## config.mk

```make
export PLATFORM = sky130hd
export DESIGN_NAME = ahb_bus_ctrl_flat
export DESIGN_NICKNAME = d
export VERILOG_FILES = /design/src/rtl/ahb_bus_ctrl_pkg.sv /design/src/rtl/ahb_bus_ctrl_if.sv /design/src/rtl/ahb_bus_ctrl_addr_decode.sv /design/src/rtl/ahb_bus_ctrl.sv /design/src/flat_wrapper.sv
export SDC_FILE = /design/constraint.sdc
export NUM_CORES = 1
export LEC_CHECK = 0
export ABC_AREA = 1
export CORE_UTILIZATION = 37
export CTS_CLUSTER_SIZE = 8
export DETAILED_ROUTE_END_ITERATION = 6
export PLACE_DENSITY = 0.84
export RECOVER_POWER = 50
export SETUP_SLACK_MARGIN = 0.2
export SLEW_MARGIN = 20
export SYNTH_ARGS = -nofsm -noshare
export SYNTH_HDL_FRONTEND = slang
export SYNTH_SLANG_ARGS = --single-unit
```

## constraint.sdc

```tcl
create_clock -name CLK_I -period 2.1 [get_ports CLK_I]
set_input_delay 0.42 -clock CLK_I [delete_from_list [all_inputs] [get_ports CLK_I]]
set_output_delay 0.42 -clock CLK_I [all_outputs]
set_load 0.01 [all_outputs]
```

## src/rtl/ahb_bus_ctrl_pkg.sv

```systemverilog
// Shared AHB-lite definitions for the bus controller: transfer encodings,
// response codes, slot indices, FSM state encoding and the debug snapshot.
package ahb_defs;

  localparam logic [1:0] HTRANS_IDLE   = 2'd0;
  localparam logic [1:0] HTRANS_BUSY   = 2'd1;
  localparam logic [1:0] HTRANS_NONSEQ = 2'd2;
  localparam logic [1:0] HTRANS_SEQ    = 2'd3;

  localparam logic RESP_OKAY  = 1'b0;
  localparam logic RESP_ERROR = 1'b1;

  localparam logic [1:0] SLOT_ROM  = 2'd0;
  localparam logic [1:0] SLOT_RAM  = 2'd1;
  localparam logic [1:0] SLOT_UART = 2'd2;
  localparam logic [1:0] SLOT_SIM  = 2'd3;

  localparam int unsigned NUM_SLOTS = 4;

  typedef enum logic [1:0] {
    ST_IDLE = 2'd0,
    ST_DATA = 2'd1,
    ST_ERR1 = 2'd2,
    ST_ERR2 = 2'd3
  } ahb_state_t;

  typedef struct packed {
    ahb_state_t state;
    logic [1:0] slot;
    logic [7:0] cnt;
    logic       write;
  } ahb_dbg_t;

  // NONSEQ and SEQ both carry a real transfer; IDLE and BUSY do not.
  function automatic logic is_transfer(input logic [1:0] htrans);
    return htrans[1];
  endfunction

endpackage

```

## src/rtl/ahb_bus_ctrl_if.sv

```systemverilog
// Bus bundle between the CPU, the four slave slots and the interconnect controller.
// Transfer handshake: an address phase is taken when M_TRANS_I[1] and M_READY_O are both
// high in one cycle; its data phase completes in the first later cycle with M_READY_O high.
interface ahb_bus_ctrl_if;
  import ahb_defs::*;

  logic [31:0]  M_ADR_I;
  logic [1:0]   M_TRANS_I;
  logic         M_WRITE_I;
  logic [31:0]  M_DATA_O;
  logic         M_READY_O;
  logic         M_RESP_O;
  logic [3:0]   S_SEL_O;
  logic [127:0] S_DATA_I;
  logic [3:0]   S_READY_I;
  logic         ERR_VALID_O;
  logic [31:0]  ERR_ADR_O;
  logic         ERR_TO_O;
  logic         ERR_CLR_I;
  ahb_dbg_t     DBG_O;

  // slave: the controller, which answers the CPU; master: the CPU and slot side.
  modport slave (
    input  M_ADR_I, M_TRANS_I, M_WRITE_I, S_DATA_I, S_READY_I, ERR_CLR_I,
    output M_DATA_O, M_READY_O, M_RESP_O, S_SEL_O,
    output ERR_VALID_O, ERR_ADR_O, ERR_TO_O, DBG_O
  );

  modport master (
    output M_ADR_I, M_TRANS_I, M_WRITE_I, S_DATA_I, S_READY_I, ERR_CLR_I,
    input  M_DATA_O, M_READY_O, M_RESP_O, S_SEL_O,
    input  ERR_VALID_O, ERR_ADR_O, ERR_TO_O, DBG_O
  );

endinterface

```

## src/rtl/ahb_bus_ctrl_addr_decode.sv

```systemverilog
// Combinational address decoder: ADR[31:16] -> one-hot slot select, hit flag and slot index.
module ahb_addr_decode #(
  parameter logic [15:0] BASE0 = 16'h0000,
  parameter logic [15:0] BASE1 = 16'h0001,
  parameter logic [15:0] BASE2 = 16'h4000,
  parameter logic [15:0] BASE3 = 16'h4001
) (
  input  logic [15:0] i_adr_hi,
  output logic [3:0]  o_sel,
  output logic        o_hit,
  output logic [1:0]  o_slot
);
  import ahb_defs::*;

  always_comb begin
    o_sel  = '0;
    o_slot = SLOT_ROM;
    o_sel[0] = (i_adr_hi == BASE0);
    o_sel[1] = (i_adr_hi == BASE1);
    o_sel[2] = (i_adr_hi == BASE2);
    o_sel[3] = (i_adr_hi == BASE3);
    o_hit  = |o_sel;
    // Lowest slot wins if two bases were ever configured identically.
    if (o_sel[3]) o_slot = SLOT_SIM;
    if (o_sel[2]) o_slot = SLOT_UART;
    if (o_sel[1]) o_slot = SLOT_RAM;
    if (o_sel[0]) o_slot = SLOT_ROM;
  end

endmodule

```

## src/rtl/ahb_bus_ctrl.sv

```systemverilog
// AHB-lite single-master interconnect: address decode, data-phase tracking, read/ready
// mux, two-cycle ERROR response for unmapped or timed-out transfers, first-error log.
module ahb_bus_ctrl
  import ahb_defs::*;
#(
  parameter logic [15:0] BASE0   = 16'h0000,
  parameter logic [15:0] BASE1   = 16'h0001,
  parameter logic [15:0] BASE2   = 16'h4000,
  parameter logic [15:0] BASE3   = 16'h4001,
  parameter int unsigned TIMEOUT = 16
) (
  input  logic           CLK_I,
  input  logic           RST_I,
  ahb_bus_ctrl_if.slave  bus
);

  localparam logic [7:0] TO_LAST = 8'(TIMEOUT - 1);

  ahb_state_t  r_state;
  logic [1:0]  r_slot;
  logic [31:0] r_adr;
  logic [7:0]  r_cnt;
  logic        r_write;
  logic        r_err_valid;
  logic [31:0] r_err_adr;
  logic        r_err_to;

  ahb_state_t  w_next;
  logic [3:0]  w_dec_sel;
  logic        w_dec_hit;
  logic [1:0]  w_dec_slot;
  logic        w_ready;
  logic        w_resp;
  logic [31:0] w_data;
  logic        w_accept;
  logic        w_slot_ready;
  logic [31:0] w_slot_data;
  logic [7:0]  w_cnt_inc;
  logic [7:0]  w_cnt_next;
  logic        w_err_entry;
  logic        w_err_to;
  logic [31:0] w_err_adr;

  ahb_addr_decode #(
    .BASE0 (BASE0),
    .BASE1 (BASE1),
    .BASE2 (BASE2),
    .BASE3 (BASE3)
  ) u_decode (
    .i_adr_hi (bus.M_ADR_I[31:16]),
    .o_sel    (w_dec_sel),
    .o_hit    (w_dec_hit),
    .o_slot   (w_dec_slot)
  );

  // Only the registered slot is looked at; other slots' ready/data never leak through.
  assign w_slot_ready = bus.S_READY_I[r_slot];
  assign w_slot_data  = bus.S_DATA_I[{r_slot, 5'd0} +: 32];

  always_comb begin
    w_ready = 1'b1;
    w_resp  = RESP_OKAY;
    w_data  = '0;
    case (r_state)
      ST_DATA: begin
        w_ready = w_slot_ready;
        w_data  = w_slot_data;
      end
      ST_ERR1: begin
        w_ready = 1'b0;
        w_resp  = RESP_ERROR;
      end
      ST_ERR2: begin
        w_resp  = RESP_ERROR;
      end
      default: ;
    endcase
  end

  assign w_accept  = is_transfer(bus.M_TRANS_I) & w_ready;
  assign w_cnt_inc = 8'(r_cnt + 8'd1);

  always_comb begin
    w_next      = r_state;
    w_cnt_next  = r_cnt;
    w_err_entry = 1'b0;
    w_err_to    = 1'b0;
    case (r_state)
      ST_IDLE, ST_ERR2: begin
        w_next = ST_IDLE;
        if (w_accept) begin
          w_next      = w_dec_hit ? ST_DATA : ST_ERR1;
          w_err_entry = ~w_dec_hit;
          w_cnt_next  = '0;
        end
      end
      ST_DATA: begin
        if (w_slot_ready) begin
          w_next = ST_IDLE;
          if (w_accept) begin
            w_next      = w_dec_hit ? ST_DATA : ST_ERR1;
            w_err_entry = ~w_dec_hit;
            w_cnt_next  = '0;
          end
        end else if (w_cnt_inc == TO_LAST) begin
          // The ERR1 cycle is the last of the TIMEOUT wait cycles the CPU sees.
          w_next      = ST_ERR1;
          w_err_entry = 1'b1;
          w_err_to    = 1'b1;
          w_cnt_next  = '0;
        end else begin
          w_cnt_next = w_cnt_inc;
        end
      end
      ST_ERR1: w_next = ST_ERR2;
      default: w_next = ST_IDLE;
    endcase
  end

  // A timeout blames the stalled data phase; an unmapped miss blames the address being taken.
  assign w_err_adr = w_err_to ? r_adr : bus.M_ADR_I;

  always_ff @(posedge CLK_I) begin
    if (RST_I) begin
      r_state     <= ST_IDLE;
      r_slot      <= SLOT_ROM;
      r_adr       <= '0;
      r_cnt       <= '0;
      r_write     <= 1'b0;
      r_err_valid <= 1'b0;
      r_err_adr   <= '0;
      r_err_to    <= 1'b0;
    end else begin
      r_state <= w_next;
      r_cnt   <= w_cnt_next;
      if (w_accept) begin
        r_slot  <= w_dec_slot;
        r_adr   <= bus.M_ADR_I;
        r_write <= bus.M_WRITE_I;
      end
      // A clear in the same cycle as a new error loses to the new error.
      if (w_err_entry && (!r_err_valid || bus.ERR_CLR_I)) begin
        r_err_valid <= 1'b1;
        r_err_adr   <= w_err_adr;
        r_err_to    <= w_err_to;
      end else if (bus.ERR_CLR_I) begin
        r_err_valid <= 1'b0;
        r_err_to    <= 1'b0;
      end
    end
  end

  assign bus.M_READY_O   = w_ready;
  assign bus.M_RESP_O    = w_resp;
  assign bus.M_DATA_O    = w_data;
  assign bus.S_SEL_O     = w_dec_sel & {4{w_accept}};
  assign bus.ERR_VALID_O = r_err_valid;
  assign bus.ERR_ADR_O   = r_err_adr;
  assign bus.ERR_TO_O    = r_err_to;
  assign bus.DBG_O       = '{state: r_state, slot: r_slot, cnt: r_cnt, write: r_write};

endmodule

```

## src/flat_wrapper.sv

```systemverilog
// flat-port wrapper written by rule: the top's interface ports become plain ports
module ahb_bus_ctrl_flat import ahb_defs::*;
#(
  parameter logic [15:0] BASE0   = 16'h0000,
  parameter logic [15:0] BASE1   = 16'h0001,
  parameter logic [15:0] BASE2   = 16'h4000,
  parameter logic [15:0] BASE3   = 16'h4001,
  parameter int unsigned TIMEOUT = 16
)
  (CLK_I, RST_I, bus_M_ADR_I, bus_M_TRANS_I, bus_M_WRITE_I, bus_S_DATA_I, bus_S_READY_I, bus_ERR_CLR_I, bus_M_DATA_O, bus_M_READY_O, bus_M_RESP_O, bus_S_SEL_O, bus_ERR_VALID_O, bus_ERR_ADR_O, bus_ERR_TO_O, bus_DBG_O);
  ahb_bus_ctrl_if bus_i ();
  input  logic CLK_I;
  input  logic RST_I;
  input wire logic [$bits(bus_i.M_ADR_I)-1:0] bus_M_ADR_I;
  input wire logic [$bits(bus_i.M_TRANS_I)-1:0] bus_M_TRANS_I;
  input wire logic [$bits(bus_i.M_WRITE_I)-1:0] bus_M_WRITE_I;
  input wire logic [$bits(bus_i.S_DATA_I)-1:0] bus_S_DATA_I;
  input wire logic [$bits(bus_i.S_READY_I)-1:0] bus_S_READY_I;
  input wire logic [$bits(bus_i.ERR_CLR_I)-1:0] bus_ERR_CLR_I;
  output wire logic [$bits(bus_i.M_DATA_O)-1:0] bus_M_DATA_O;
  output wire logic [$bits(bus_i.M_READY_O)-1:0] bus_M_READY_O;
  output wire logic [$bits(bus_i.M_RESP_O)-1:0] bus_M_RESP_O;
  output wire logic [$bits(bus_i.S_SEL_O)-1:0] bus_S_SEL_O;
  output wire logic [$bits(bus_i.ERR_VALID_O)-1:0] bus_ERR_VALID_O;
  output wire logic [$bits(bus_i.ERR_ADR_O)-1:0] bus_ERR_ADR_O;
  output wire logic [$bits(bus_i.ERR_TO_O)-1:0] bus_ERR_TO_O;
  output wire logic [$bits(bus_i.DBG_O)-1:0] bus_DBG_O;
  assign bus_i.M_ADR_I = bus_M_ADR_I;
  assign bus_i.M_TRANS_I = bus_M_TRANS_I;
  assign bus_i.M_WRITE_I = bus_M_WRITE_I;
  assign bus_i.S_DATA_I = bus_S_DATA_I;
  assign bus_i.S_READY_I = bus_S_READY_I;
  assign bus_i.ERR_CLR_I = bus_ERR_CLR_I;
  assign bus_M_DATA_O = bus_i.M_DATA_O;
  assign bus_M_READY_O = bus_i.M_READY_O;
  assign bus_M_RESP_O = bus_i.M_RESP_O;
  assign bus_S_SEL_O = bus_i.S_SEL_O;
  assign bus_ERR_VALID_O = bus_i.ERR_VALID_O;
  assign bus_ERR_ADR_O = bus_i.ERR_ADR_O;
  assign bus_ERR_TO_O = bus_i.ERR_TO_O;
  assign bus_DBG_O = bus_i.DBG_O;
  ahb_bus_ctrl #(.BASE0(BASE0), .BASE1(BASE1), .BASE2(BASE2), .BASE3(BASE3), .TIMEOUT(TIMEOUT)) u_core (.CLK_I(CLK_I), .RST_I(RST_I), .bus(bus_i));
endmodule
```

### After elaboration in Yosys (flattened, before gate mapping)

Index checks and enable logic that the tools add are counted.

* add/subtract/negate cells: 1
* multipliers: 0
* divide/modulo/power cells: 0
* $lt $le $gt $ge: 1
* equal/unequal tests: 8
* shifts and indexed selects: 1
* mux-type cells: 28
* bitwise logic cells: 3
* reductions and logical operators: 10

Operators by type and width (number)
* variable part select 128 x 8 -> 32 bit: 1
* 2-to-1 mux 32 bit: 2
* == test 16 x 15 -> 1 bit, second input constant: 2
* 2-to-1 mux 8 bit: 3
* == test 16 x 1 -> 1 bit, second input constant: 1
* logical NOT 16 bit: 1
* 2-to-1 mux 2 bit: 8
* case mux 8 bit (2 select lines): 1
* 2-to-1 mux 1 bit: 10
* adder 8 x 1 -> 8 bit, second input constant: 1
* == test 8 x 4 -> 1 bit, second input constant: 1
* case mux 2 bit (3 select lines): 1
* AND 4 bit: 1
* == test 2 bit, second input constant: 2
* case mux 1 bit (2 select lines): 2
* nonzero test 2 bit: 2
* OR reduction 2 bit: 2
* OR reduction 4 bit: 1
* less-than comparator 2 x 3 -> 1 bit, second input constant: 1
* != test 3 x 1 -> 1 bit, second input constant: 1
* binary-select mux 1 bit (select 2 bit): 1
* == test 2 x 1 -> 1 bit, second input constant: 1
* logical NOT 2 bit: 1
* AND 1 bit: 1
* other kinds (4): 4

* flip-flop bits (word level): 79
* latch bits: 0
* bits in writable memories: 0
* bits in read-only memories: 0
* bits of input ports: 170
* output and inout bits: 85
* logic and storage cells: 60
* memories kept: 0

### Depth between registers and ports, before layout

Gate-level depths: netlist (run 1).

* depth after elaboration: 9
* gate-level depth with buffers: 15
* mapped depth without buffers: 13

### By module

Synthesis (run 1) repeated with hierarchy kept, for this count alone.

* cell total of the unflattened synthesis: 856
* area, all modules: 4939.7 um^2

By module, submodules not included
* ahb_bus_ctrl: instances 1, cells each 821, area each 4775.8 um^2, seq. area each 1581.5 um^2
* ahb_addr_decode: instances 1, cells each 35, area each 163.9 um^2, seq. area each 0.0 um^2

### Worst setup path before layout (run 1)

Ideal clock, no wire load.

* path type: reg2out
* from: register u_core.r_state[0]
* to: output bus_S_SEL_O[0]
* arrival: 1.800 ns
* data required time: 1.680 ns
* slack: -0.120 ns
* stages on the path, launching flop included: 11
* buffers on the path: 3
* cells stage by stage: dfxtp_1 inv_1 ha_1 clkbuf_1 inv_1 nand2_1 a21oi_1 inv_1 buf_2 clkbuf_1 nor2_1

* word-level cells in the longest chain between the ends: 4
* elaborated cells between the ends (all ways): 5
* classes of those cells: eq/ne: 2; mux: 1; bitwise: 2

RTL lines
* start: declaration: line ahb_bus_ctrl.sv:19 `ahb_state_t r_state;`
* start signal: assignment: line ahb_bus_ctrl.sv:134 `r_state <= w_next;`
* == test 2 bit or == test 2 x 1 -> 1 bit (tied branches): line ahb_bus_ctrl.sv:64 `case (r_state)`
* case mux 1 bit (2 select lines) *: line ahb_bus_ctrl.sv:64
* AND 1 bit *: line ahb_bus_ctrl.sv:80 `assign w_accept = is_transfer(bus.M_TRANS_I) & w_ready;`
* AND 4 bit *: line ahb_bus_ctrl.sv:156 `assign bus.S_SEL_O = w_dec_sel & {4{w_accept}};`
* end: declaration: line flat_wrapper.sv:23 `output wire logic [$bits(bus_i.S_SEL_O)-1:0] bus_S_SEL_O;`

Mark *: on every way between the ends. The rest lies on a longest branch, timed or not.

### Worst setup path after layout (run 1)

* from: input bus_S_READY_I[1]
* to: output bus_S_SEL_O[0]

* word-level cells in the longest chain between the ends: 5

RTL lines
* start: declaration: line flat_wrapper.sv:18 `input wire logic [$bits(bus_i.S_READY_I)-1:0] bus_S_READY_I;`
* binary-select mux 1 bit (select 2 bit): line ahb_bus_ctrl.sv:57 `assign w_slot_ready = bus.S_READY_I[r_slot];`
* 2-to-1 mux 1 bit (implied by the code): line ahb_bus_ctrl.sv:57
* case mux 1 bit (2 select lines): line ahb_bus_ctrl.sv:64
* AND 1 bit: line ahb_bus_ctrl.sv:80
* AND 4 bit: line ahb_bus_ctrl.sv:156

No other way between the ends. The select of a mux whose other input is x is not followed.

==> impl_metrics.yaml, run 1 <==
synth:
  yosys_most_used_dff: "dfxtp_1"
  yosysTopAreaCell: "dfxtp_1"
  synth_area_um2: 4930
  syn_avg_cell_area_um2: 5.78
  synthArstFlopShare_pct: 0
  yosysSeqAreaShare_pct: 32.1
  synth_top_cell_area_share_pct: 32.1
  ys_warn_count: 0
  synth_nets: 1027
  ys_types: 27
  syn_inst: 852
  synth-edff-count: 0
  ys_ff_latch: 79
  synth_area_leaders: "dfxtp_1 (32%), nor2_1 (17%), o21ai_0 (13%)"
floorplan:
  num_rows: 41
  dieArea_um2: 13800
  core_um2: 12800
  pin_count: 255
  die_x_um: 117
  initial_core_util_pct: 38.4
  dieHeight_um: 117
setup_path:
  critical_path_class: "in2out"
  reg2reg_depth: 13
  crit_slowest_cell: "clkdlybuf4s50_1"
  max_stage_delay_ns: 0.45
  rr_endpoint: "u_core.bus.ERR_ADR_O[7]$_SDFFE_PP0P_"
  regToRegStartpoint: "u_core.r_slot[0]$_SDFFE_PP0P_"
  startpoint_type: "primary input"
  crit_family: "buffers and inverters"
  cp_cell_sequence: "clkdlybuf4s50_1 -> nand2_1 -> nand3_2 -> nand3_2 -> a21oi_4 -> inv_4 -> nor2_4 -> buf_6"
  r2r_slack_ns: 0.02
  crit_path_end_kind: "output port"
  crit_buf_inv: 3
  crit_path_frequent_cell: "nand3_2"
  crit_fanout: 7
  cp.required_ns: 1.68
  worstPathArrival_ns: 1.74
final_layout:
  final_cell_mix: "clkdlybuf4s50_1 (194), nand2_1 (139), nor2_1 (139)"
  postLayoutCellArea_um2: 9370
  final_common_cell: "clkdlybuf4s50_1"
  final-instance-count-excl-fill: 1331
  nets: 1328
  drive_above_1_share_pct: 25.4
  fillers: 977
  area_delta_synth_final_pct: 90.2
global_route:
  grt.overflow.total: 0
  gr-usage-all-layers_pct: 26.9
  gr-usage-met2_pct: 48.1
  antenna_found_initial: 1
  grt_pass1_wl_um: 29700
  grt_pass1_vias: 5961
  use_met3_pct: 4.96
  grt-busiest-layer: "met2"
  grt_max_degree: 66
  use_met1_pct: 32.3
clock_network:
  htree_levels: 3
  clock_latency_ns: 0.34
  clk_pin_slew_ns: 0.06
  postCtsHoldBufs: 0
  cts_root_buf: "clkbuf_16"
  clockBufferDepth: 2
  cts_tree: "yes"
  numCtsBuffers: 9
  cts_sinks: 79
detailed_routing:
  wl_um: 20900
  drcViolationCount: 0
  postRouteAntennaNets: 0
  avgRoutedWirePerCell_um: 15.7
  drtIter0Drc: 607
  viasPerCell: 5.04
  vias: 6707
  drt-pass1-iter-count: 5
place:
  dp_hpwl_um: 12600
  dp_slack_ns: -0.530
  placed_cells: 1273
  port_buffers: 253
  place_area_um2: 7940
  gp_congestion: 0.889
hold_path:
  hold_class: "reg2reg"
  min_from: "u_core.r_adr[18]$_SDFFE_PP0P_"
  hold_path_end: "u_core.r_adr[18]$_SDFFE_PP0P_"
  min_path_cells: 2
run:
  max_cap_viol_count: 0
pwr:
  total_power_mw: 5.48
  leakage_nw: 4.17
  power_density_nw_per_um2: 585
  ir_worst_vdd_mv: 0.554
timing:
  hold_violations: 0
  tightest_slew_ns: 0.404
  worst_slack_ns: -0.0552
  fin_skew_ns: 0.00707
  period_share_pct: 103
  max-slew-margin-rel_pct: 72.8
  fin_tns_setup_ns: -0.186
  timing.fmax_mhz: 464
  rsz0062_at_grt: "true"
  maxSlewViolCount: 0
  min_period_ns: 2.16
  setup_viol: 5
outcome:
  status: "complete, but fails checks"
  violations: "setup timing"
[synthesized netlist by cell type, types with 4 or more instances]
library cell and number:
a21oi_1 78, a31oi_1 4, buf_1 7, buf_2 13, clkbuf_1 32, dfxtp_1 79
ha_1 5, inv_1 84, nand2_1 152, nand3_1 11, nor2_1 220, o21ai_0 131
o21ai_1 11
[worst max-delay path by stage]
stage | startpoint | to | slack (ns) | depth (start not counted)
after floorplan | u_core.r_state[0]$_SDFFE_PP0P_ | bus_S_SEL_O[0] | 0.20 | 10
after global placement | bus_S_READY_I[3] | bus_S_SEL_O[1] | -0.49 | 8
after detailed placement | bus_S_READY_I[3] | bus_S_SEL_O[1] | -0.53 | 8
after CTS | u_core.r_slot[0]$_SDFFE_PP0P_ | bus_M_DATA_O[14] | 0.03 | 8
after global routing | u_core.r_slot[0]$_SDFFE_PP0P_ | bus_S_SEL_O[0] | -0.12 | 8
final | bus_S_READY_I[1] | bus_S_SEL_O[0] | -0.06 | 8
[flip-flops by register name, summed over array words and instances (netlist names)]
name,count
u_core.bus.ERR_ADR_O,32
u_core.r_write,1
u_core.bus.ERR_VALID_O,1
u_core.r_slot,2
u_core.bus.ERR_TO_O,1
u_core.r_adr,32
u_core.r_cnt,8
u_core.r_state,2
[power breakdown]
group          internal (mW)  leakage (nW)  total [mW]  switching [mW]
clock                   1.17         0.167        1.84           0.668
sequential              1.69         0.659        1.79           0.100
combinational          0.976          3.35        1.86           0.881
total                   3.83          4.17        5.48            1.65
[worst register-to-register path, delay by kind of cell (launching register included)]
kind / cells / cell delay (ns)
buffers and inverters: 4 / 0.61
DFF: 1 / 0.42
and+or+nand+nor: 8 / 0.71
AOI/OAI and AO/OA: 1 / 0.24
[area by class of cell]
| class | instances | area (um2) | share of cell area, % |
|---|---|---|---|
| Timing Repair Buffer | 348 | 3510 | 37.5 |
| Tap cell | 172 | 215 | 2.30 |
| Inverter | 88 | 339 | 3.62 |
| Sequential cell | 79 | 1610 | 17.2 |
| Clock buffer | 10 | 229 | 2.44 |
| Clock inverter | 6 | 116 | 1.24 |
| Antenna cell | 1 | 2.50 | 0.0267 |
| Multi-Input combinational cell | 627 | 3350 | 35.7 |
[what timing repair did]
action | CTS | global route
buffers inserted | 17 | 11
endpoints found under the setup margin | 75 | 81
resized for setup | 255 | 193
gates cloned | 10 | 3
pin swaps | 49 | 79
[per-layer routing]
| metal | vias to the layer above | part of all wire, % |
|---|---|---|
| met4 | 0 | 1.9 |
| met3 | 33 | 6.1 |
| met1 | 3110 | 40 |
| met5 | - | 0 |
| li1 | 3304 | - |
| met2 | 260 | 52 |
[per-stage QoR]
step                utilization [%]  hold slack [ns]
global route                   73.1            0.465
finish                         73.1            0.446
CTS                            68.1            0.448
detailed placement             61.9            0.438
floorplan                         -            0.425
global placement               61.9            0.432
[kinds of logic (layout without fill, tap and decap cells)]
family                   Yosys count  count (layout)  synth area share [%]
AND/OR/NAND/NOR                  397             397                  31.6
AO/OA/AOI/OAI                    224             224                  22.8
other                              0               1                     0
flip-flops                        79              79                  32.1
XOR/XNOR                           1               1                 0.178
buffers and inverters            146             452                  12.0
adder cells (fa/ha/maj)            5               5                  1.27
(Power assumes the default switching activity.)
==> run 2: changes to the inputs <==
Settings changed: SKIP_LAST_GASP from default to 1.
==> impl_metrics.yaml, run 2 (synthesis results as in run 1) <==
pwr:
  power_density_nw_per_um2: 589
  ir_worst_vdd_mv: 0.553
  leakage_nw: 4.16
clock_network:
  numCtsBuffers: 9
  cts_root_buf: "clkbuf_16"
  postCtsHoldBufs: 0
  cts_tree: "yes"
  clk_pin_slew_ns: 0.06
  clock_latency_ns: 0.34
  clockBufferDepth: 2
  htree_levels: 3
  cts_sinks: 79
place:
  dp_slack_ns: -0.530
  dp_hpwl_um: 12600
  gp_congestion: 0.889
  port_buffers: 253
  place_area_um2: 7940
setup_path:
  startpoint_type: "primary input"
  regToRegStartpoint: "u_core.r_slot[0]$_SDFFE_PP0P_"
  crit_path_end_kind: "output port"
  critPathLaunch: "bus_S_READY_I[1]"
  r2r_slack_ns: 0.03
  critical_path_class: "in2out"
  cp.required_ns: 1.68
  crit_fanout: 7
  worstPathArrival_ns: 1.74
final_layout:
  final_common_cell: "clkdlybuf4s50_1"
  fillers: 991
  nets: 1328
  drive_above_1_share_pct: 24.4
  postLayoutCellArea_um2: 9300
  final_cell_mix: "clkdlybuf4s50_1 (194), nor2_1 (150), nand2_1 (139)"
  area_delta_synth_final_pct: 88.6
floorplan:
  die_x_um: 117
  pin_count: 255
  initial_core_util_pct: 38.4
  dieArea_um2: 13800
  num_rows: 41
  core_um2: 12800
  dieHeight_um: 117
outcome:
  violations: "setup timing"
  status: "complete, but fails checks"
timing:
  timing.fmax_mhz: 463
  worst_slack_ns: -0.0600
  rsz0062_at_grt: "true"
  min_period_ns: 2.16
  period_share_pct: 103
  setup_viol: 5
  max-slew-margin-rel_pct: 73.6
  hold_violations: 0
  fin_skew_ns: 0.00707
  maxSlewViolCount: 0
  hold_ws_ns: 0.447
  tightest_slew_ns: 0.393
hold_path:
  hold_class: "reg2reg"
  min_from: "u_core.r_adr[18]$_SDFFE_PP0P_"
detailed_routing:
  wl_um: 20900
  postRouteAntennaNets: 0
  drt-pass1-iter-count: 5
  viasPerCell: 4.98
  drcViolationCount: 0
  drtIter0Drc: 636
  vias: 6635
  avgRoutedWirePerCell_um: 15.7
global_route:
  gr-usage-all-layers_pct: 26.9
  grt_max_degree: 66
  antenna_found_initial: 1
  grt_pass1_wl_um: 29700
  grt_pass1_vias: 5961
  grt.overflow.total: 0
run:
  max_cap_viol_count: 0
==> run 2: final cells by class <==
cell class / instances / area, um2 / area share [%]
flip-flops and latches: 79 / 1600 / 17.3
repair buffers: 348 / 3510 / 37.8
clock inverters: 6 / 116 / 1.25
diodes: 1 / 2.50 / 0.0269
clock buffers: 10 / 229 / 2.46
well taps: 172 / 215 / 2.31
inverters: 88 / 339 / 3.65
multi-input cells: 627 / 3280 / 35.2
==> run 2: path summary, 6_finish.rpt <==
| kind | endpoint | depth (start not counted) |
|---|---|---|
| setup reg to reg | u_core.bus.ERR_ADR_O[7]$_SDFFE_PP0P_ | 13 |
| hold reg to reg | u_core.r_adr[18]$_SDFFE_PP0P_ | 2 |
| hold / removal | u_core.r_adr[18]$_SDFFE_PP0P_ | 2 |
| setup / recovery | bus_S_SEL_O[0] | 8 |
==> run 2: per-layer routing <==
metal,part of all wire [%],global-route usage [%]
met5,0,0
met4,1.8,8.28
met3,5.5,4.96
met2,52,48.1
met1,41,32.3
==> run 2: where the power goes <==
part	switching [mW]	internal (mW)	total (mW)
clock	0.670	1.17	1.84
sequential	0.100	1.69	1.79
combinational	0.873	0.971	1.84
total	1.64	3.83	5.47
==> run 2: worst max-delay path, stage by stage <==
cell and delay [ns]:
clkdlybuf4s50_1 0.45, nand2_1 0.07, nand3_2 0.08, nand3_2 0.10, a21oi_4 0.24, inv_4 0.12, nor2_4 0.14, buf_6 0.12
==> run 2: timing repair <==
item                       in CTS  in global routing
gates resized for setup       255                170
pin swaps                      49                 74
setup endpoints to repair      75                 81
cloned                         10                  3
buffers inserted               17                 11
==> run 2: per-stage QoR <==
| step | utilization (%) | cells | TNS, ns | total power [mW] |
|---|---|---|---|---|
| finish | 72.5 | 1331 | -0.160 | 5.47 |
| floorplan | - | 852 | 0 | 2.54 |
| CTS | 68.1 | 1316 | 0 | 5.30 |
| global placement | 61.9 | 1273 | -16.40 | 3.31 |
| detailed placement | 61.9 | 1273 | -18.71 | 3.35 |
| global route | 72.5 | 1330 | -2.04 | 5.71 |
==> run 3: changes to the inputs <==
Settings changed: CORE_MARGIN from default to 5.
==> impl_metrics.yaml, run 3 (synthesis results as in run 1) <==
final_layout:
  final_cell_mix: "nor2_1 (193), clkdlybuf4s50_1 (193), nand2_1 (139)"
  final_util_pct: 71.2
  area_delta_synth_final_pct: 89.9
  seq_area_um2: 1610
  nets: 1347
  drive_above_1_share_pct: 22.7
  multi_input_area_um2: 3150
  fillers: 1057
  final-instance-count-excl-fill: 1354
  postLayoutCellArea_um2: 9360
run:
  max_cap_viol_count: 0
clock_network:
  htree_levels: 3
  cts_tree: "yes"
  cts_sinks: 79
  clock_latency_ns: 0.33
  numCtsBuffers: 9
  postCtsHoldBufs: 0
  clk_pin_slew_ns: 0.07
  clockBufferDepth: 2
  cts_root_buf: "clkbuf_16"
setup_path:
  reg2reg_depth: 14
  startpoint_type: "flip-flop"
  cp.required_ns: 1.68
  rr_endpoint: "u_core.bus.ERR_ADR_O[5]$_SDFFE_PP0P_"
  critical_path_class: "reg2out"
  regToRegStartpoint: "u_core.r_state[1]$_SDFFE_PP0P_"
  crit_fanout: 8
  worstPathArrival_ns: 1.72
  crit_path_end_kind: "output port"
  r2r_slack_ns: 0
pwr:
  ir_worst_vdd_mv: 0.398
  power_density_nw_per_um2: 585
  total_power_mw: 5.47
  leakage_nw: 4.22
place:
  dp_hpwl_um: 13700
  place_area_um2: 8100
  dp_slack_ns: -0.600
  port_buffers: 253
  placed_cells: 1296
  gp_congestion: 0.929
floorplan:
  dieArea_um2: 15700
  die_x_um: 125
  pin_count: 255
  initial_core_util_pct: 37.5
  dieHeight_um: 125
  core_um2: 13100
  num_rows: 42
global_route:
  gr-usage-all-layers_pct: 23.6
  grt.overflow.total: 0
  grt_pass1_wl_um: 30500
  grt_max_degree: 66
  antenna_found_initial: 3
  grt_pass1_vias: 6079
outcome:
  violations: "setup timing"
  status: "complete, but fails checks"
timing:
  period_share_pct: 102
  hold_violations: 0
  hold_ws_ns: 0.446
  setup_viol: 2
  worst_slack_ns: -0.0372
  rsz0062_at_grt: "true"
  fin_skew_ns: 0.0126
  min_period_ns: 2.14
  maxSlewViolCount: 0
  fin_tns_setup_ns: -0.0417
  tightest_slew_ns: 0.270
  timing.fmax_mhz: 468
  max-slew-margin-rel_pct: 81.8
hold_path:
  hold_path_end: "u_core.r_adr[17]$_SDFFE_PP0P_"
  min_path_cells: 2
  hold_class: "reg2reg"
  min_from: "u_core.r_adr[17]$_SDFFE_PP0P_"
detailed_routing:
  postRouteAntennaNets: 0
  wl_um: 21300
  drcViolationCount: 0
  viasPerCell: 4.88
  drtIter0Drc: 465
  vias: 6603
  drt-pass1-iter-count: 5
  avgRoutedWirePerCell_um: 15.7
-- run 3: critical path, cell delays in order (launching register included) --
cell and delay, ns:
dfxtp_4 0.37, buf_12 0.14, buf_4 0.16, nor2_1 0.09
o21ai_0 0.11, a21oi_2 0.22, dlygate4sd2_1 0.30
-- run 3: layout make-up --
cell class              instances  share of cell area, %
well taps                     176                   2.35
inverters                      88                   3.82
flip-flops and latches         79                   17.2
repair buffers                367                   39.4
diodes                          1                 0.0267
clock inverters                 7                   1.10
clock buffers                   9                   2.41
multi-input cells             627                   33.6
-- run 3: where the power goes --
group / total, mW / internal, mW / switching (mW)
Sequential: 1.79 / 1.68 / 0.108
Combinational: 1.93 / 1.05 / 0.884
Clock: 1.75 / 1.06 / 0.693
-- run 3: per-layer routing --
| layer | global-route usage [%] | wire length [um] |
|---|---|---|
| met5 | 0 | 16 |
| met4 | 5.61 | 415 |
| met3 | 4.56 | 1410 |
| met2 | 43.5 | 11100 |
| met1 | 28.0 | 8310 |
-- run 3: what timing repair did --
action                                  CTS  global route
endpoints found under the setup margin   82            92
gates cloned                              5             7
setup buffers                            21             8
pin swaps                                42            48
resized for setup                       259           114
-- run 3: worst max-delay path by stage --
stage	start	end	slack (ns)	depth (start not counted)
floorplan	u_core.r_state[0]$_SDFFE_PP0P_	bus_S_SEL_O[0]	0.20	10
global placement	bus_S_READY_I[0]	bus_S_SEL_O[3]	-0.57	8
detailed placement	bus_S_READY_I[0]	bus_S_SEL_O[1]	-0.60	8
CTS	u_core.r_slot[1]$_SDFFE_PP0P_	bus_M_DATA_O[1]	-0.005	6
global route	u_core.r_cnt[1]$_SDFFE_PP0P_	u_core.bus.ERR_ADR_O[5]$_SDFFE_PP0P_	-0.09	15
finish	u_core.r_slot[1]$_SDFFE_PP0P_	bus_M_DATA_O[3]	-0.04	6
==> RTL edit 1, RTL diff (flow settings as in run 2) <==
Put a register stage on the output `bus.DBG_O`, without a reset. The value now appears one clock later.
--- a/src/rtl/ahb_bus_ctrl.sv
+++ b/src/rtl/ahb_bus_ctrl.sv
@@ -158,5 +158,7 @@
   assign bus.ERR_ADR_O   = r_err_adr;
   assign bus.ERR_TO_O    = r_err_to;
-  assign bus.DBG_O       = '{state: r_state, slot: r_slot, cnt: r_cnt, write: r_write};
+  always_ff @(posedge CLK_I) begin
+    bus.DBG_O <= '{state: r_state, slot: r_slot, cnt: r_cnt, write: r_write};
+  end
 
 endmodule
Behaviour: not the same (a bounded check fails within 4 cycles, from zero or initial values and one cycle with RST_I high).
==> RTL edit 1 against run 2 <==
The run still ends with setup timing left. Hold slack got worse by 0.088 ns. Wire length is 12% higher. Global-route usage increased by 0.33 points. Total power rose by 2.4%. Non-clock buffer count up 10. Sequential share of layout area up 1.9 points. Count of clock-buffer cells in the layout decreased by 1. Synthesized cell count rose by 1.2%. Synthesized area grew 5.0%. Final area grew 4.5%. Clock power down 14%. Setup slack got worse by 0.030 ns. Sequential cell count is 13 higher.
==> RTL edit 1: results (changes against run 2) <==
setup TNS -0.926 ns (was -0.160 ns); clk_lat worst skew 0.35 ns; largest delay contributor family on the critical path simple AND/OR/NAND/NOR gates (was buffers and inverters); Max stage delay on crit path 0.49 ns (was 0.45 ns); xor/xnor share of the synthesized area 0.169% (was 0.178%); H-Tree Level Count 3 (unchanged); Synth area leaders dfxtp_1, nor2_1, o21ai_0, nand2_1, a21oi_1 (unchanged); failing checks setup timing (unchanged); placed cell count 1299 (was 1273); Primary FF master, synth dfxtp_1 (unchanged); Final Setup Violations 30 (was 5); Worst Hold Class register to register (unchanged); Adder-Cell Fraction of Synth Area 1.21% (was 1.27%); port bufs 253 (unchanged); clock-pin slew on the worst setup and hold paths 0.07 ns; Placer Congestion 0.885 (was 0.889); register area share after synthesis 35.6% (was 32.1%); Cells after Synth 862 (was 852); vias 7073 (was 6635); initial antenna violation count 1 (unchanged); EDFF count, synth 0 (unchanged); Ys Warns 0 (unchanged); GRT Overall Usage 27.2% (was 26.9%); fraction of registers with async set/reset 0% (unchanged); crit-path max FO 7 (unchanged); # nets final 1351 (was 1328); largest net degree at the start of global routing 74 (was 66); Root Buffer clkbuf_16 (unchanged); post-synthesis mux area share 0% (unchanged); commonest cells in the netlist nor2_1, nand2_1, o21ai_0 (unchanged); slowest cell on the critical path dfxtp_1 (was clkdlybuf4s50_1); max-cap viol count 0 (unchanged); static leakage 4.31 nW (was 4.16 nW); DP HPWL 13500 um (was 12600 um); 1st-iter DRT viols 664 (was 636); final worst slack -0.0900 ns (was -0.0600 ns); Max-slew headroom 73.7% (was 73.6%); clock skew 0.0102 ns (was 0.00707 ns); critical path arrival 2.47 ns (was 1.74 ns); main combinational cell family by area after synthesis simple AND/OR/NAND/NOR gates (unchanged); CTS buffer count 9 (unchanged); worst setup slack after placement -0.648 ns (was -0.530 ns); Max Root-Sink Buffers 2 (unchanged); Max VDD drop 0.403 mV (was 0.553 mV); Avg WL per Cell 17.2 um (was 15.7 um); Layout fillers 965 (was 991); vias in the first global route 6501 (was 5961); global-route wire length before repair 31100 um (was 29700 um); placed inst area 8310 sq um (was 7940 sq um); Final Cell Area 9710 sq um (was 9300 sq um); drt pass-1 iters 7 (was 5); Yosys cell types 28 (was 27); internal cell power 3.79 mW (was 3.83 mW); syn nets 1037 (was 1027); status finished with violations (unchanged); Via density 5.21 (was 4.98); share of cells above drive strength 1 23.8% (was 24.4%); compound-cell area share of the yosys netlist 21.2% (was 22.8%)
## RTL edit 1: metal layers
| layer | up-vias | track usage [%] | part of all wire (%) |
|---|---|---|---|
| li1 | 3344 | - | - |
| met1 | 3247 | 30.4 | 36 |
| met2 | 397 | 49.7 | 51 |
| met3 | 85 | 5.52 | 7.9 |
| met4 | 0 | 11.8 | 4.6 |
| met5 | - | 0 | 0 |
## RTL edit 1: repair_timing
action	4_1_cts	5_1_grt
gates resized for setup	234	190
cloned	8	8
hold buffers	0	0
pin swaps	20	64
setup buffers	20	6
setup endpoints to repair	101	105
## RTL edit 1: power by group through the flow
stage          clock network [mW]  registers (mW)  logic (mW)
2_1_floorplan                   0            2.10       0.653
3_3_place_gp                    0            2.06        1.46
3_5_place_dp                    0            2.06        1.49
4_1_cts                      1.59            2.03        1.61
5_1_grt                      1.67            2.05        2.14
6_report                     1.58            2.04        1.99
## RTL edit 1: worst paths after layout
path / startpoint / end / slack, ns / depth (start not counted)
max: u_core.r_cnt[2]$_SDFFE_PP0P_ / u_core.bus.ERR_ADR_O[14]$_SDFFE_PP0P_ / -0.09 / 14
max reg2reg: u_core.r_cnt[2]$_SDFFE_PP0P_ / u_core.bus.ERR_ADR_O[14]$_SDFFE_PP0P_ / -0.09 / 14
min reg2reg: u_core.r_write$_SDFFE_PP0P_ / u_core.bus.DBG_O[0]$_DFF_P_ / 0.36 / 0
min: u_core.r_write$_SDFFE_PP0P_ / u_core.bus.DBG_O[0]$_DFF_P_ / 0.36 / 0
## RTL edit 1: area by class of cell
class                   count  area share, %
diodes                      1         0.0258
clock buffers               9           2.32
clock inverters             7          0.606
inverters                  90           3.53
multi-input cells         625           34.3
flip-flops and latches     92           19.1
well taps                 176           2.27
repair buffers            358           37.8
==> RTL edit 2, RTL diff (config.mk and constraints of run 2) <==
Without the edit above. `TIMEOUT` is set to 16 in 2 places; all go to 12.
--- a/src/rtl/ahb_bus_ctrl.sv
+++ b/src/rtl/ahb_bus_ctrl.sv
@@ -8,5 +8,5 @@
   parameter logic [15:0] BASE2   = 16'h4000,
   parameter logic [15:0] BASE3   = 16'h4001,
-  parameter int unsigned TIMEOUT = 16
+  parameter int unsigned TIMEOUT = 12
 ) (
   input  logic           CLK_I,
--- a/src/flat_wrapper.sv
+++ b/src/flat_wrapper.sv
@@ -6,5 +6,5 @@
   parameter logic [15:0] BASE2   = 16'h4000,
   parameter logic [15:0] BASE3   = 16'h4001,
-  parameter int unsigned TIMEOUT = 16
+  parameter int unsigned TIMEOUT = 12
 )
   (CLK_I, RST_I, bus_M_ADR_I, bus_M_TRANS_I, bus_M_WRITE_I, bus_S_DATA_I, bus_S_READY_I, bus_ERR_CLR_I, bus_M_DATA_O, bus_M_READY_O, bus_M_RESP_O, bus_S_SEL_O, bus_ERR_VALID_O, bus_ERR_ADR_O, bus_ERR_TO_O, bus_DBG_O);
Function: same outputs for any inputs over 10 cycles, from zero or initial values and one cycle with RST_I high; that may be too few to reach the edited logic, so the function may still have changed.
==> RTL edit 2 against run 2 <==
The run still ends with setup timing left. Die area fell by 0.18%. Final area fell by 2.3%. Synthesized area fell by 0.18%. Setup slack improved by 0.047 ns. Sequential cell count did not move. Total power fell by 5.3%. Fmax rose by 2.2%. Wire length fell by 6.5%. Critical path depth rose by 8. Critical endpoint is now u_core.bus.ERR_ADR_O[8]$_SDFFE_PP0P_.
==> RTL edit 2: results (changes against run 2) <==
initial antenna violation count 6 (was 1); status finished with violations (unchanged); slowest cell on the critical path dfxtp_4 (was clkdlybuf4s50_1); Max VDD drop 0.539 mV (was 0.553 mV); Clock-cell share 3.43% (was 3.71%); #MultiIn Comb 622 (was 627); Worst-Margin Slew 0.318 ns (was 0.393 ns); Final Setup Violations 2 (was 5); Adder-Cell Fraction of Synth Area 1.27% (about the same); syn nets 1021 (was 1027); vias in the first global route 5904 (was 5961); drt pass-1 iters 5 (unchanged); register share of total power 33.9% (was 32.6%); Non-clk invs 92 (was 88); clk_lat worst skew 0.34 ns (about the same); Layout fillers 1016 (was 991); r2r worst-path depth 16 (was 13); 1st-iter DRT viols 411 (was 636); xor/xnor share of the synthesized area 0.331% (was 0.178%); Synth area leaders dfxtp_1, nor2_1, o21ai_0, nand2_1, a21oi_1 (unchanged); DP HPWL 13100 um (was 12600 um); share of cells above drive strength 1 20.1% (was 24.4%); Antenna diodes 5 (was 1); Power Combinational 1.76 mW (was 1.84 mW); Avg WL per Cell 14.6 um (was 15.7 um); count of plain and timing-repair buffers 351 (was 348); Via density 4.89 (was 4.98); Area Overhead vs Synth 84.6% (was 88.6%); Die X 117 um (about the same); global-route wire length before repair 29600 um (was 29700 um); compound-cell area share of the yosys netlist 22.1% (was 22.8%); largest net degree at the start of global routing 67 (was 66); placed inst area 8040 sq um (was 7940 sq um); largest delay contributor family on the critical path simple AND/OR/NAND/NOR gates (was buffers and inverters); Max stage delay on crit path 0.42 ns (was 0.45 ns); Placer Congestion 0.873 (was 0.889); area of the multi-input gates 3030 sq um (was 3280 sq um); clock skew 0.0115 ns (was 0.00707 ns); failing checks setup timing (unchanged); GRT Overall Usage 26.7% (was 26.9%); final worst slack -0.0127 ns (was -0.0600 ns); critical path arrival 2.34 ns (was 1.74 ns); Reg area 1600 sq um (about the same); commonest cells in the netlist nor2_1, nand2_1, o21ai_0 (unchanged); Min-Delay Path Depth 2 (unchanged); # Post-CTS Setup Buffers 15 (was 17); Post-CTS Resized 214 (was 255); register area share after synthesis 32.1% (about the same)
==> RTL edit 2: cell count changes in the layout (fill, tap and decap cells not counted), moves of 13 or more <==
cell             before  now
clkdlybuf4s15_2       0   13
clkdlybuf4s50_1     194  178
dlygate4sd3_1         0   24
nor2_1              150  200
nor2_2               42   16
nor2_4               31    7
o21ai_1              57   39
==> RTL edit 2: final timing paths <==
| kind | slack (ns) | to | startpoint |
|---|---|---|---|
| worst max register to register | -0.01 | u_core.bus.ERR_ADR_O[8]$_SDFFE_PP0P_ | u_core.r_slot[0]$_SDFFE_PP0P_ |
| worst max-delay path | -0.01 | u_core.bus.ERR_ADR_O[8]$_SDFFE_PP0P_ | u_core.r_slot[0]$_SDFFE_PP0P_ |
| worst min-delay path | 0.44 | u_core.r_adr[18]$_SDFFE_PP0P_ | u_core.r_adr[18]$_SDFFE_PP0P_ |
| worst min register to register | 0.44 | u_core.r_adr[18]$_SDFFE_PP0P_ | u_core.r_adr[18]$_SDFFE_PP0P_ |
==> RTL edit 2: worst min-delay path: cells and delay by family (launching register included) <==
kind,cells,cell delay (ns)
compound gates,1,0.05
buf+inv,1,0.05
flops,1,0.30
==> RTL edit 2: per-layer routing <==
layer / track usage (%) / routed length, um / up-vias
li1: - / - / 3305
met1: 31.2 / 7980 / 2931
met2: 46.0 / 9570 / 259
met3: 6.27 / 1230 / 39
met4: 12.6 / 703 / 2
met5: 0 / 8 / -
==> RTL edit 2: through the flow <==
step | setup TNS, ns | setup WS [ns] | total power [mW] | std cells
finish | -0.0134 | -0.0127 | 5.18 | 1336
global route | -3.99 | -0.135 | 5.45 | 1336
CTS | -0.0161 | -0.00476 | 5.09 | 1318
detailed placement | -19.68 | -0.686 | 3.25 | 1282
global placement | -17.34 | -0.699 | 3.22 | 1282
floorplan | 0 | 0.196 | 2.47 | 846
